**config.mk**
```make
export PLATFORM = sky130hd
export DESIGN_NAME = fp_align_shifter_pipe
export DESIGN_NICKNAME = d
export VERILOG_FILES = /design/src/rtl/fp_pkg.sv /design/src/rtl/fp_shift_level.sv /design/src/rtl/fp_align_shifter_pipe.sv
export SDC_FILE = /design/constraint.sdc
export NUM_CORES = 1
export LEC_CHECK = 0
export BUFFER_PORTS_ARGS = -buffer_cell sky130_fd_sc_hd__buf_2
export CAP_MARGIN = 20
export CELL_PAD_IN_SITES_DETAIL_PLACEMENT = 1
export CELL_PAD_IN_SITES_GLOBAL_PLACEMENT = 2
export CORE_MARGIN = 1
export CORE_UTILIZATION = 25
export CTS_CLUSTER_SIZE = 14
export DETAILED_ROUTE_END_ITERATION = 6
export PLACE_DENSITY = 0.62
export SLEW_MARGIN = 20
export SYNTH_ARGS = -nofsm -noshare
export SYNTH_HDL_FRONTEND = slang
export SYNTH_SLANG_ARGS = --single-unit
```
**constraint.sdc**
```tcl
create_clock -name clk -period 2.44 [get_ports clk]
set_clock_uncertainty 0.15 [all_clocks]
set_input_delay 0.366 -clock clk [delete_from_list [all_inputs] [get_ports clk]]
set_output_delay 0.366 -clock clk [all_outputs]
set_load 0.01 [all_outputs]
```
**src/rtl/fp_pkg.sv**
```systemverilog
// Shared defaults and small types for the FP adder alignment / normalisation datapath.
package fp_pkg;

    localparam int DEF_MANT_W = 24;
    localparam int DEF_SH_W   = 8;

    typedef enum logic {
        SHIFT_RIGHT = 1'b0,
        SHIFT_LEFT  = 1'b1
    } shift_dir_e;

    typedef struct packed {
        logic guard;
        logic round;
        logic sticky;
    } grs_t;

endpackage

```
**src/rtl/fp_shift_level.sv**
```systemverilog
// One barrel level: conditionally shifts the guard/round-extended mantissa by SHIFT,
// folding bits discarded on a right shift into the running sticky.
module fp_shift_level
    import fp_pkg::*;
#(
    parameter int MANT_W = DEF_MANT_W,
    parameter int SHIFT  = 1
) (
    input  logic              sel_i,
    input  logic              dir_i,
    input  logic [MANT_W+1:0] data_i,
    input  logic              sticky_i,
    output logic [MANT_W+1:0] data_o,
    output logic              sticky_o
);

    always_comb begin
        data_o   = data_i;
        sticky_o = sticky_i;
        if (sel_i) begin
            if (shift_dir_e'(dir_i) == SHIFT_LEFT) begin
                data_o = data_i << SHIFT;
            end else begin
                data_o   = data_i >> SHIFT;
                sticky_o = sticky_i | (|data_i[SHIFT-1:0]);
            end
        end
    end

endmodule

```
**src/rtl/fp_align_shifter_pipe.sv**
```systemverilog
// Pipelined mantissa alignment/normalisation shifter with valid/ready on both sides;
// produces guard/round/sticky on right shifts, latency STAGES.
module fp_align_shifter_pipe
    import fp_pkg::*;
#(
    parameter int MANT_W = DEF_MANT_W,
    parameter int SH_W   = DEF_SH_W,
    parameter int STAGES = 2
) (
    input  logic              clk,
    input  logic              rst_n,
    input  logic              in_valid,
    output logic              in_ready,
    input  logic [MANT_W-1:0] in_mant,
    input  logic [SH_W-1:0]   in_shamt,
    input  logic              in_dir,
    output logic              out_valid,
    input  logic              out_ready,
    output logic [MANT_W-1:0] out_mant,
    output logic              out_guard,
    output logic              out_round,
    output logic              out_sticky
);

    localparam int DW    = MANT_W + 2;
    localparam int NLEV  = $clog2(DW);
    localparam int CMP_W = SH_W + 32;

    function automatic int lvl_lo(input int k);
        return (k * NLEV) / STAGES;
    endfunction

    function automatic int lvl_stage(input int i);
        int s;
        s = 0;
        for (int unsigned k = 0; k < STAGES; k++) begin
            if (i >= lvl_lo(int'(k))) s = int'(k);
        end
        return s;
    endfunction

    logic [DW-1:0]     data_q   [STAGES];
    logic [DW-1:0]     data_d   [STAGES];
    logic              sticky_q [STAGES];
    logic              sticky_d [STAGES];
    logic [NLEV-1:0]   sh_q     [STAGES];
    logic [NLEV-1:0]   sh_d     [STAGES];
    logic              dir_q    [STAGES];
    logic              dir_d    [STAGES];
    logic [STAGES-1:0] valid_q, valid_d, en, src_valid;

    logic [DW-1:0]     src_data   [STAGES];
    logic              src_sticky [STAGES];
    logic [NLEV-1:0]   src_sh     [STAGES];
    logic              src_dir    [STAGES];
    logic [DW-1:0]     stg_data   [STAGES];
    logic              stg_sticky [STAGES];

    logic [DW-1:0]     lvl_in_d  [NLEV];
    logic [DW-1:0]     lvl_out_d [NLEV];
    logic              lvl_in_s  [NLEV];
    logic              lvl_out_s [NLEV];

    logic [CMP_W-1:0]  sh_cmp;
    logic [NLEV-1:0]   init_sh;
    logic [DW-1:0]     init_data;
    logic              init_sticky;
    logic              sat;
    grs_t              grs;

    // Out-of-range shifts are resolved up front: the barrel then sees zero data with
    // sticky preset, so every stage only has to carry the in-range shift bits.
    always_comb begin
        sh_cmp = {32'b0, in_shamt};
        if (shift_dir_e'(in_dir) == SHIFT_LEFT) sat = sh_cmp >= CMP_W'(MANT_W);
        else                                    sat = sh_cmp >= CMP_W'(DW);
        init_data   = sat ? '0 : {in_mant, 2'b00};
        init_sticky = sat && (shift_dir_e'(in_dir) == SHIFT_RIGHT) && (|in_mant);
    end

    for (genvar i = 0; i < NLEV; i++) begin : g_sh
        if (i < SH_W) begin : g_bit
            assign init_sh[i] = in_shamt[i];
        end else begin : g_zero
            assign init_sh[i] = 1'b0;
        end
    end

    always_comb begin
        src_data[0]   = init_data;
        src_sticky[0] = init_sticky;
        src_sh[0]     = init_sh;
        src_dir[0]    = in_dir;
        src_valid[0]  = in_valid;
        for (int unsigned k = 1; k < STAGES; k++) begin
            src_data[k]   = data_q[k-1];
            src_sticky[k] = sticky_q[k-1];
            src_sh[k]     = sh_q[k-1];
            src_dir[k]    = dir_q[k-1];
            src_valid[k]  = valid_q[k-1];
        end
    end

    // Level i lives in stage lvl_stage(i); the first level of a stage reads that
    // stage's register input, later levels chain combinationally.
    for (genvar i = 0; i < NLEV; i++) begin : g_lvl
        localparam int K = lvl_stage(i);
        if (i == lvl_lo(K)) begin : g_first
            assign lvl_in_d[i] = src_data[K];
            assign lvl_in_s[i] = src_sticky[K];
        end else begin : g_chain
            assign lvl_in_d[i] = lvl_out_d[i-1];
            assign lvl_in_s[i] = lvl_out_s[i-1];
        end
        fp_shift_level #(.MANT_W(MANT_W), .SHIFT(1 << i)) u_level (
            .sel_i    (src_sh[K][i]),
            .dir_i    (src_dir[K]),
            .data_i   (lvl_in_d[i]),
            .sticky_i (lvl_in_s[i]),
            .data_o   (lvl_out_d[i]),
            .sticky_o (lvl_out_s[i])
        );
    end

    for (genvar k = 0; k < STAGES; k++) begin : g_stg
        if (lvl_lo(k + 1) > lvl_lo(k)) begin : g_lv
            assign stg_data[k]   = lvl_out_d[lvl_lo(k + 1) - 1];
            assign stg_sticky[k] = lvl_out_s[lvl_lo(k + 1) - 1];
        end else begin : g_pass
            assign stg_data[k]   = src_data[k];
            assign stg_sticky[k] = src_sticky[k];
        end
    end

    // Stage k may advance unless it and every stage after it are full with out_ready low.
    always_comb begin
        logic full_after;
        full_after = 1'b1;
        for (int unsigned j = 0; j < STAGES; j++) begin
            full_after         = full_after & valid_q[STAGES-1-j];
            en[STAGES-1-j]     = out_ready || !full_after;
        end
    end

    always_comb begin
        for (int unsigned k = 0; k < STAGES; k++) begin
            data_d[k]   = data_q[k];
            sticky_d[k] = sticky_q[k];
            sh_d[k]     = sh_q[k];
            dir_d[k]    = dir_q[k];
            valid_d[k]  = valid_q[k];
            if (en[k]) begin
                data_d[k]   = stg_data[k];
                sticky_d[k] = stg_sticky[k];
                sh_d[k]     = src_sh[k];
                dir_d[k]    = src_dir[k];
                valid_d[k]  = src_valid[k];
            end
        end
    end

    always_ff @(posedge clk) begin
        if (!rst_n) begin
            for (int unsigned k = 0; k < STAGES; k++) begin
                data_q[k]   <= '0;
                sticky_q[k] <= 1'b0;
                sh_q[k]     <= '0;
                dir_q[k]    <= 1'b0;
            end
            valid_q <= '0;
        end else begin
            data_q   <= data_d;
            sticky_q <= sticky_d;
            sh_q     <= sh_d;
            dir_q    <= dir_d;
            valid_q  <= valid_d;
        end
    end

    assign grs        = '{guard: data_q[STAGES-1][1], round: data_q[STAGES-1][0],
                          sticky: sticky_q[STAGES-1]};
    assign in_ready   = en[0];
    assign out_valid  = valid_q[STAGES-1];
    assign out_mant   = data_q[STAGES-1][DW-1:2];
    assign out_guard  = grs.guard;
    assign out_round  = grs.round;
    assign out_sticky = grs.sticky;

endmodule
```
* After elaboration in Yosys (flattened, before gate mapping)
Index checks and enable logic that the tools add are counted.
** Word-level totals
- Register bits :: 62
- Bits in latches :: 0
- RAM bits :: 0
- Memory bits (read-only) :: 0
- Output and inout port bits :: 29
- Word-level logic and storage cells :: 50
- Memories kept :: 0
** Cells by class
- Add/subtract/negate cells :: 0
- $mul :: 0
- Div/mod/pow operators :: 0
- $lt $le $gt $ge :: 2
- Eq/ne operators :: 0
- Shift operators :: 0
- Muxes and demuxes :: 22
- Bitwise operators :: 7
- Reduce and logical (&&, ||, !) cells :: 11
** Operators with widths (number)
- $mux W26 :: 11
- $reduce_or A24 Y1 :: 1
- $ge A8 B5 Y1 const B :: 2
- $reduce_or A16 Y1 :: 1
- $mux W1 :: 11
- $reduce_or A8 Y1 :: 1
- $or A1 B1 Y1 :: 5
- $reduce_or A4 Y1 :: 1
- $logic_and A1 B1 Y1 :: 2
- $logic_not A1 Y1 :: 2
- $logic_or A1 B1 Y1 :: 2
- $reduce_or A2 Y1 :: 1
- $and A1 B1 Y1 :: 1
- $not A1 Y1 :: 1

* Depth between registers and ports, before layout
Gate-level depths: netlist of run 1.
- Depth in word-level cells :: 10
- Depth in mapped cells :: 10

* Modules after synthesis
A second synthesis of run 1 with hierarchy kept.
** Unflattened totals
- Cells, all modules :: 749
- Area, all modules :: 5167.5 µm²
** By module, submodules not included
- fp_align_shifter_pipe :: times used 1, cells each 322, area an instance 2653.8 µm², seq. area each 1201.2 µm²
- fp_shift_level at g_lvl[0].u_level :: times used 1, cells each 88, area an instance 570.5 µm², seq. area each 0.0 µm²
- fp_shift_level at g_lvl[1].u_level :: times used 1, cells each 86, area an instance 558.0 µm², seq. area each 0.0 µm²
- fp_shift_level at g_lvl[2].u_level :: times used 1, cells each 82, area an instance 496.7 µm², seq. area each 0.0 µm²
- fp_shift_level at g_lvl[3].u_level :: times used 1, cells each 92, area an instance 493.0 µm², seq. area each 0.0 µm²
- fp_shift_level at g_lvl[4].u_level :: times used 1, cells each 79, area an instance 395.4 µm², seq. area each 0.0 µm²

* Least setup slack after synthesis of run 1
OpenSTA, ideal clock, no wires.
- Path type :: reg2reg
- From :: reg dir_q[1] in the netlist's numbering
- To :: reg sticky_q (netlist bit out_sticky)
- Library setup time :: 125 ps
- Arrival :: 1825 ps
- Required time :: 2165 ps
- Setup slack :: 340 ps
- Cell stages (with the launch flop) :: 8
- Cells stage by stage :: dfxtp_1 > buf_4 > buf_2 > mux4_2 > or3_1 > o22a_1 > o41ai_2 > a21oi_1
** Between the ends
- Cells in the longest elaborated chain, start to end :: 9
** Ends and longest elaborated chain
- start: declaration :: line fp_align_shifter_pipe.sv:48 : logic dir_q [STAGES];
- start signal: assignment :: line fp_align_shifter_pipe.sv:175 : dir_q <= dir_d;
- $mux W26 :: line fp_shift_level.sv:21 : if (shift_dir_e'(dir_i) == SHIFT_LEFT) begin
- $mux W26 :: line fp_shift_level.sv:20 : if (sel_i) begin
- $reduce_or A8 Y1 :: line fp_shift_level.sv:25 : sticky_o = sticky_i | (|data_i[SHIFT-1:0]);
- $or A1 B1 Y1 :: line fp_shift_level.sv:25
- $mux W1 :: line fp_shift_level.sv:21
- $mux W1 :: line fp_shift_level.sv:20
- $or A1 B1 Y1 :: line fp_shift_level.sv:25
- $mux W1 :: line fp_shift_level.sv:21
- $mux W1 (*) :: line fp_shift_level.sv:20
- end signal: assignment :: line fp_align_shifter_pipe.sv:173 : sticky_q <= sticky_d;
- end: declaration :: line fp_align_shifter_pipe.sv:44 : logic sticky_q [STAGES];
Mark *: on every way between the ends. The rest lies on a longest branch, timed or not.
A chain may end at the register's enable or synchronous reset.

* Final worst setup path of run 1
Same ends and word-level chain as after synthesis.

==> results of run 1 <==
==> kinds of logic after synthesis <==
group / count (synthesis)
buf+inv: 96
mux: 61
simple gates: 194
flops: 60
compound gates: 212
==> area by class of cell <==
| cell class | instances | area (um^2) | area share |
|---|---|---|---|
| clock inverter | 6 | 87.6 | 0.0151 |
| multi-input combinational | 467 | 3060 | 0.529 |
| tap | 234 | 293 | 0.0506 |
| clock buffer | 10 | 239 | 0.0413 |
| timing repair buffer | 126 | 862 | 0.149 |
| sequential | 60 | 1200 | 0.208 |
| inverter | 11 | 41.3 | 0.00713 |
==> routing by layer <==
layer,global-route usage,vias up,share of wire
met1,0.262,2516,0.48
met5,0,-,0
met4,0.0578,0,0.020
met2,0.329,114,0.46
met3,0.0330,23,0.039
li1,-,2416,-
==> power groups by stage <==
stage	logic [mW]	registers, mW	clock network (mW)
detailed placement	0.626	1.09	0
global route	0.686	1.07	1.48
floorplan	0.414	1.07	0
CTS	0.629	1.07	1.44
global placement	0.613	1.09	0
finish	0.630	1.07	1.41
==> sequential cells by signal, indices dropped and copies added (netlist names) <==
name and cells:
out_round 1, sh_q 3, out_guard 1, data_q 26
valid_q 2, out_mant 24, out_sticky 1, lvl_in_s 1
dir_q 1
==> worst min-delay path, cell delays in order <==
cell and delay [ps]:
buf_2 90, nor2_1 40, nor2_1 70
==> how the worst max path moves through the flow <==
stage / cells past startpoint / startpoint / endpoint
after floorplan: 7 / dir_q[1] / out_sticky
after global placement: 6 / sh_q[8] / out_sticky
after detailed placement: 7 / sh_q[8] / out_sticky
after CTS: 6 / sh_q[8] / out_sticky
after global routing: 6 / dir_q[1] / out_sticky
final: 7 / dir_q[1] / out_sticky
==> metrics by stage <==
step / hold WS (ps) / area (um^2) / power, mW / instances / setup WS (ps)
floorplan: 282 / 4750 / 1.48 / 623 / 340
global placement: 307 / 5450 / 1.70 / 898 / 139
detailed placement: 309 / 5450 / 1.71 / 898 / 48.7
CTS: 97.7 / 5780 / 3.14 / 914 / 30.8
global route: 125 / 5790 / 3.24 / 914 / 1.35
finish: 101 / 5790 / 3.10 / 914 / 109
==> synth_stat cells, drive strengths merged (3+ instances only) <==
master / n / share of area
nand4: 4 / 0.0053
nor4: 8 / 0.011
a211oi: 24 / 0.043
a21oi: 59 / 0.062
nand2: 39 / 0.031
o22a: 4 / 0.0074
a222oi: 3 / 0.0063
nand3: 9 / 0.0095
and2: 3 / 0.0040
a21o: 5 / 0.0079
a211o: 5 / 0.0092
nand2b: 10 / 0.013
a31oi: 3 / 0.0040
a22oi: 26 / 0.041
inv: 10 / 0.0079
o22ai: 4 / 0.0053
or4: 3 / 0.0047
buf: 54 / 0.070
and3: 4 / 0.0053
nor3: 18 / 0.019
o221ai: 11 / 0.020
o211a: 8 / 0.017
nor2b: 10 / 0.013
mux2: 8 / 0.019
dfxtp: 60 / 0.25
clkbuf: 31 / 0.025
o21ai: 25 / 0.026
mux2i: 51 / 0.11
a311oi: 4 / 0.0074
nor2: 77 / 0.061
o211ai: 9 / 0.014
==> timing repair <==
action,4_1_cts,5_1_grt
hold endpoints to repair,0,0
hold buffers,0,0
setup endpoints to repair,0,1
gates resized for setup,0,2
==> summary.txt, run 1 <==
Worst hold path
  – Min-Delay Path Class: primary input to register
  – Hold path depth: 3
  – End of the worst hold path: valid_q[0]
  – Worst Min Path Start: in_valid

Synthesis
  – Post-synthesis mux area share: 0.136
  – Synth Area in Compound Gates: 0.316
  – Register area share after synthesis: 0.253
  – Fraction of registers with async set/reset: 0
  – Mapped Cells: 623
  – Syn Nets: 660
  – Yosys warns: 0
  – Mapped cell area: 4750 um^2
  – Main combinational cell family by area after synthesis: compound AO/OA/AOI/OAI gates
  – Unique masters post-synth: 62
  – #FFs+latches synth: 60
  – Simple-gate share of the synthesized area: 0.192
  – Xor and xnor area share after synthesis: 0
  – Synth Area in Adders: 0
  – Syn_area_per_cell: 7.62 um^2
  – Post-synth EDFFs: 0
  – Synth Flop Type: dfxtp_1

Pwr
  – Switching power of the nets: 0.906 mW
  – Peak VDD IR: 0.347 mV
  – Combinational Power Share: 0.203
  – Clock power frac: 0.453
  – Leakage power figure: 2.29 nW
  – Power Density: 536 nW/um^2
  – Switching Share: 0.292
  – P_int: 2.20 mW
  – Sequential fraction of design power: 0.344

Clocking
  – Root buffer cell: clkbuf_16
  – Number of buffers created by CTS: 9
  – CTS tree: built
  – H-Tree Depth: 3
  – CTS sink cnt: 60
  – Clock Latency Late Sink: 340 ps
  – Clock buffer depth: 2
  – Worst-path clk slew: 60 ps
  – Setup Buffers After CTS: 0

Setup path
  – Crit end category: register
  – CP cell instances: buf_12 > mux2_1 > a21o_1 > nor4_1 > o211ai_1 > o41ai_2 > a21oi_1
  – Worst EP required: 2510 ps
  – Reg-to-reg setup timing slack: 110 ps
  – Slowest stage delay, CP: 540 ps
  – CP max stage cell: dfxtp_2
  – CP delay by family, top: compound AO/OA/AOI/OAI gates
  – Startpoint types: register
  – R2R cell count: 7
  – Crit path arrival time: 2400 ps
  – R2R Path End: out_sticky
  – Buffers and inverters on the worst path: 1
  – Crit Path Category: register to register
  – Reg2reg start: dir_q[1]
  – CP max FO: 16

Timing
  – Final worst path period share: 0.956
  – Fin. max-slew vios: 0
  – Period minus WS final: 2330 ps
  – Slew headroom: 0.378
  – RSZ-0062 raised after global routing: false
  – Final Setup Violations: 0
  – Slew @ Worst Pin: 929 ps
  – Fmax: 429 MHz
  – Setup TNS: 0 ps
  – Final hold vios: 0

Die
  – Die ar.: 19500 um^2
  – Core area: 18600 um^2
  – Chip Width: 140 um
  – Number of core rows: 50
  – Die extent in y: 140 um
  – Starting density of the core: 0.255
  – Ports: 66

Layout
  – Area grow syn2layout: 21.9%
  – N_diodes: 0
  – Layout cell share with drive strength beyond 1: 0.232
  – Fillers: 2276
  – Commonest cells after routing, fill and taps aside: nor2_1 (77), buf_2 (65), a21oi_1 (59)
  – Most common cell after layout, fill and taps aside: nor2_1
  – Nets: 712
  – Final Util: 0.310

Route
  – Initial DRC Count: 299
  – DR vias: 5069
  – Vias per cell: 5.55
  – DRT Wirelength: 18900 um
  – DRC: 0
  – DR pass1 iterations: 5
  – Post-route ant nets: 0
  – DR WL/cell: 20.7 um

Outcome
  – Status: finished clean

Global routing
  – Initial antenna violation count: 0
  – First-pass GRT wire length: 30200 um
  – Vias in the first global route: 5218
  – Grt ovf: 0
  – GRT Total Usage: 0.198
  – Largest net degree at the start of global routing: 56

Placement
  – Final Wtd Congestion: 0.948
  – Port Buffers: 65
  – Detail Placement HPWL: 14300 um

Job
  – Max cap viols: 0
No activity file was read; power rests on OpenSTA's default activity.
==> run 2, diff against run 1 <==
==> constraint.sdc (replaced) <==
create_clock -name clk -period 2.3 [get_ports clk]
set_clock_uncertainty 0.15 [all_clocks]
set_input_delay 0.345 -clock clk [delete_from_list [all_inputs] [get_ports clk]]
set_output_delay 0.345 -clock clk [all_outputs]
set_load 0.01 [all_outputs]
==> run 2 against run 1 <==
  * Flip-flop and latch count unchanged
  * Combinational power increased by 8.4%
  * Register-to-register slack got worse by 30 ps
  * Cell count increased by 1.6%
  * Non-clock buffer count increased by 16
  * Via count decreased by 0.67%
  * Critical path depth decreased by 2
  * Critical endpoint unchanged
  * Die area unchanged
  * Wire length decreased by 1.4%
==> summary.txt, run 2 (synthesis results as in run 1) <==
Route
  – DR vias: 5035
  – Vias per cell: 5.42
  – DRC: 0
  – DR pass1 iterations: 5
  – Initial DRC Count: 258
  – DRT Wirelength: 18700 um
  – Post-route ant nets: 0
  – DR WL/cell: 20.1 um

Setup path
  – Crit. Startpoint: sh_q[7]
  – CP max stage cell: mux4_2
  – R2R cell count: 5
  – Crit Path Category: register to register
  – R2R Path End: out_sticky
  – Reg2reg start: sh_q[7]
  – Critical path endpoint: out_sticky
  – CP cell instances: mux4_2 > or3_1 > o22a_1 > o41ai_2 > a21oi_1
  – CP max FO: 6
  – Crit end category: register
  – Crit path arrival time: 2300 ps
  – Reg-to-reg setup timing slack: 70 ps
  – Startpoint types: register
  – Slowest stage delay, CP: 560 ps
  – Worst EP required: 2370 ps

Pwr
  – Leakage power figure: 2.37 nW
  – Power Density: 560 nW/um^2
  – Power Total: 3.30 mW
  – Peak VDD IR: 0.288 mV

Layout
  – Fillers: 2266
  – Nets: 728
  – Commonest cells after routing, fill and taps aside: nor2_1 (77), buf_4 (72), buf_2 (65)
  – N_diodes: 0
  – Most common cell after layout, fill and taps aside: nor2_1
  – Max reg flops: 26
  – Layout cell share with drive strength beyond 1: 0.252
  – Final Util: 0.316
  – Top reg by flops: data_q
  – Area grow syn2layout: 24.1%
  – Post-route insts no fill: 929

Clocking
  – Number of buffers created by CTS: 9
  – Clock buffer depth: 2
  – H-Tree Depth: 3
  – Clock Latency Late Sink: 350 ps
  – CTS tree: built
  – Root buffer cell: clkbuf_16
  – Setup Buffers After CTS: 0
  – Worst-path clk slew: 60 ps
  – CTS sink cnt: 60

Worst hold path
  – Min-Delay Path Class: primary input to register
  – Hold path depth: 3

Timing
  – Slew @ Worst Pin: 864 ps
  – Final hold vios: 0
  – Slew headroom: 0.422
  – Hold_ws: 71.0 ps
  – Period minus WS final: 2230 ps
  – Fmax: 449 MHz
  – Worst Setup Slack, final: 74.1 ps
  – Fin. max-slew vios: 0
  – Final worst path period share: 0.968
  – RSZ-0062 raised after global routing: false
  – Final Setup Violations: 0

Global routing
  – First-pass GRT wire length: 29900 um
  – Initial antenna violation count: 0
  – Vias in the first global route: 5148
  – Met1 Track Usage GR: 0.271
  – Met2 global-route usage: 0.326
  – GRT Total Usage: 0.199
  – Largest net degree at the start of global routing: 42
  – GRT Max-Usage Layer: met2
  – Grt ovf: 0
  – Met3 GRT Util: 0.0289

Die
  – Starting density of the core: 0.255
  – Die extent in y: 140 um
  – Ports: 66
  – Number of core rows: 50
  – Chip Width: 140 um
  – Core area: 18600 um^2
  – Die ar.: 19500 um^2

Job
  – Max cap viols: 0

Placement
  – Port Buffers: 65
  – Final Wtd Congestion: 0.921
  – Placed cell count: 914
  – Detail Placement HPWL: 14600 um
  – Place WS: 44.5 ps

Outcome
  – Status: finished clean
run 2: changes by cell type in the layout (fill, tap and decap cells not counted), sizes merged:
cell	change
clkinvlp	-2
buf	+16
clkbuf	+1
run 2: area by class of cell:
| type | instances | area (um^2) | area share |
|---|---|---|---|
| flip-flops and latches | 60 | 1210 | 0.205 |
| multi-input cells | 467 | 3070 | 0.521 |
| well taps | 234 | 293 | 0.0497 |
| clock buffers | 11 | 253 | 0.0429 |
| clock inverters | 4 | 72.6 | 0.0123 |
| inverters | 11 | 41.3 | 0.00700 |
| repair buffers | 142 | 957 | 0.162 |
run 2: worst min path at each step:
stage,startpoint,end
final,in_valid,valid_q[0]
after global routing,in_valid,valid_q[0]
after CTS,in_valid,valid_q[0]
after detailed placement,out_mant[9],out_mant[9]
after global placement,out_mant[9],out_mant[9]
after floorplan,out_mant[9],out_mant[9]
run 2: power by group:
part           internal, mW  switching, mW  leakage [nW]
Sequential             1.09         0.0413         0.491
Combinational         0.280          0.403          1.73
Clock                 0.998          0.493         0.158
Total                  2.36          0.937          2.37
run 2: worst max-delay path: cells and delay by family, from the launching register on:
kind | cells | cell delay (ps)
compound gates | 3 | 590
simple gates | 1 | 400
mux | 1 | 560
flops | 1 | 400
run 2: per-stage QoR:
stage / TNS, ps / cell area (um^2)
floorplan: 0 / 4750
detailed placement: 0 / 5550
global placement: -12.5 / 5550
global route: 0 / 5890
CTS: 0 / 5870
finish: 0 / 5890
run 2: repair_timing:
action | CTS | global route
setup endpoints to repair | 0 | 1
gates resized for setup | 0 | 5
hold buffers | 0 | 0
run 2: per-layer routing:
layer,routed length [um],up-vias
met5,0,-
met4,230,0
met3,898,17
met2,8810,129
met1,8730,2444
li1,-,2445
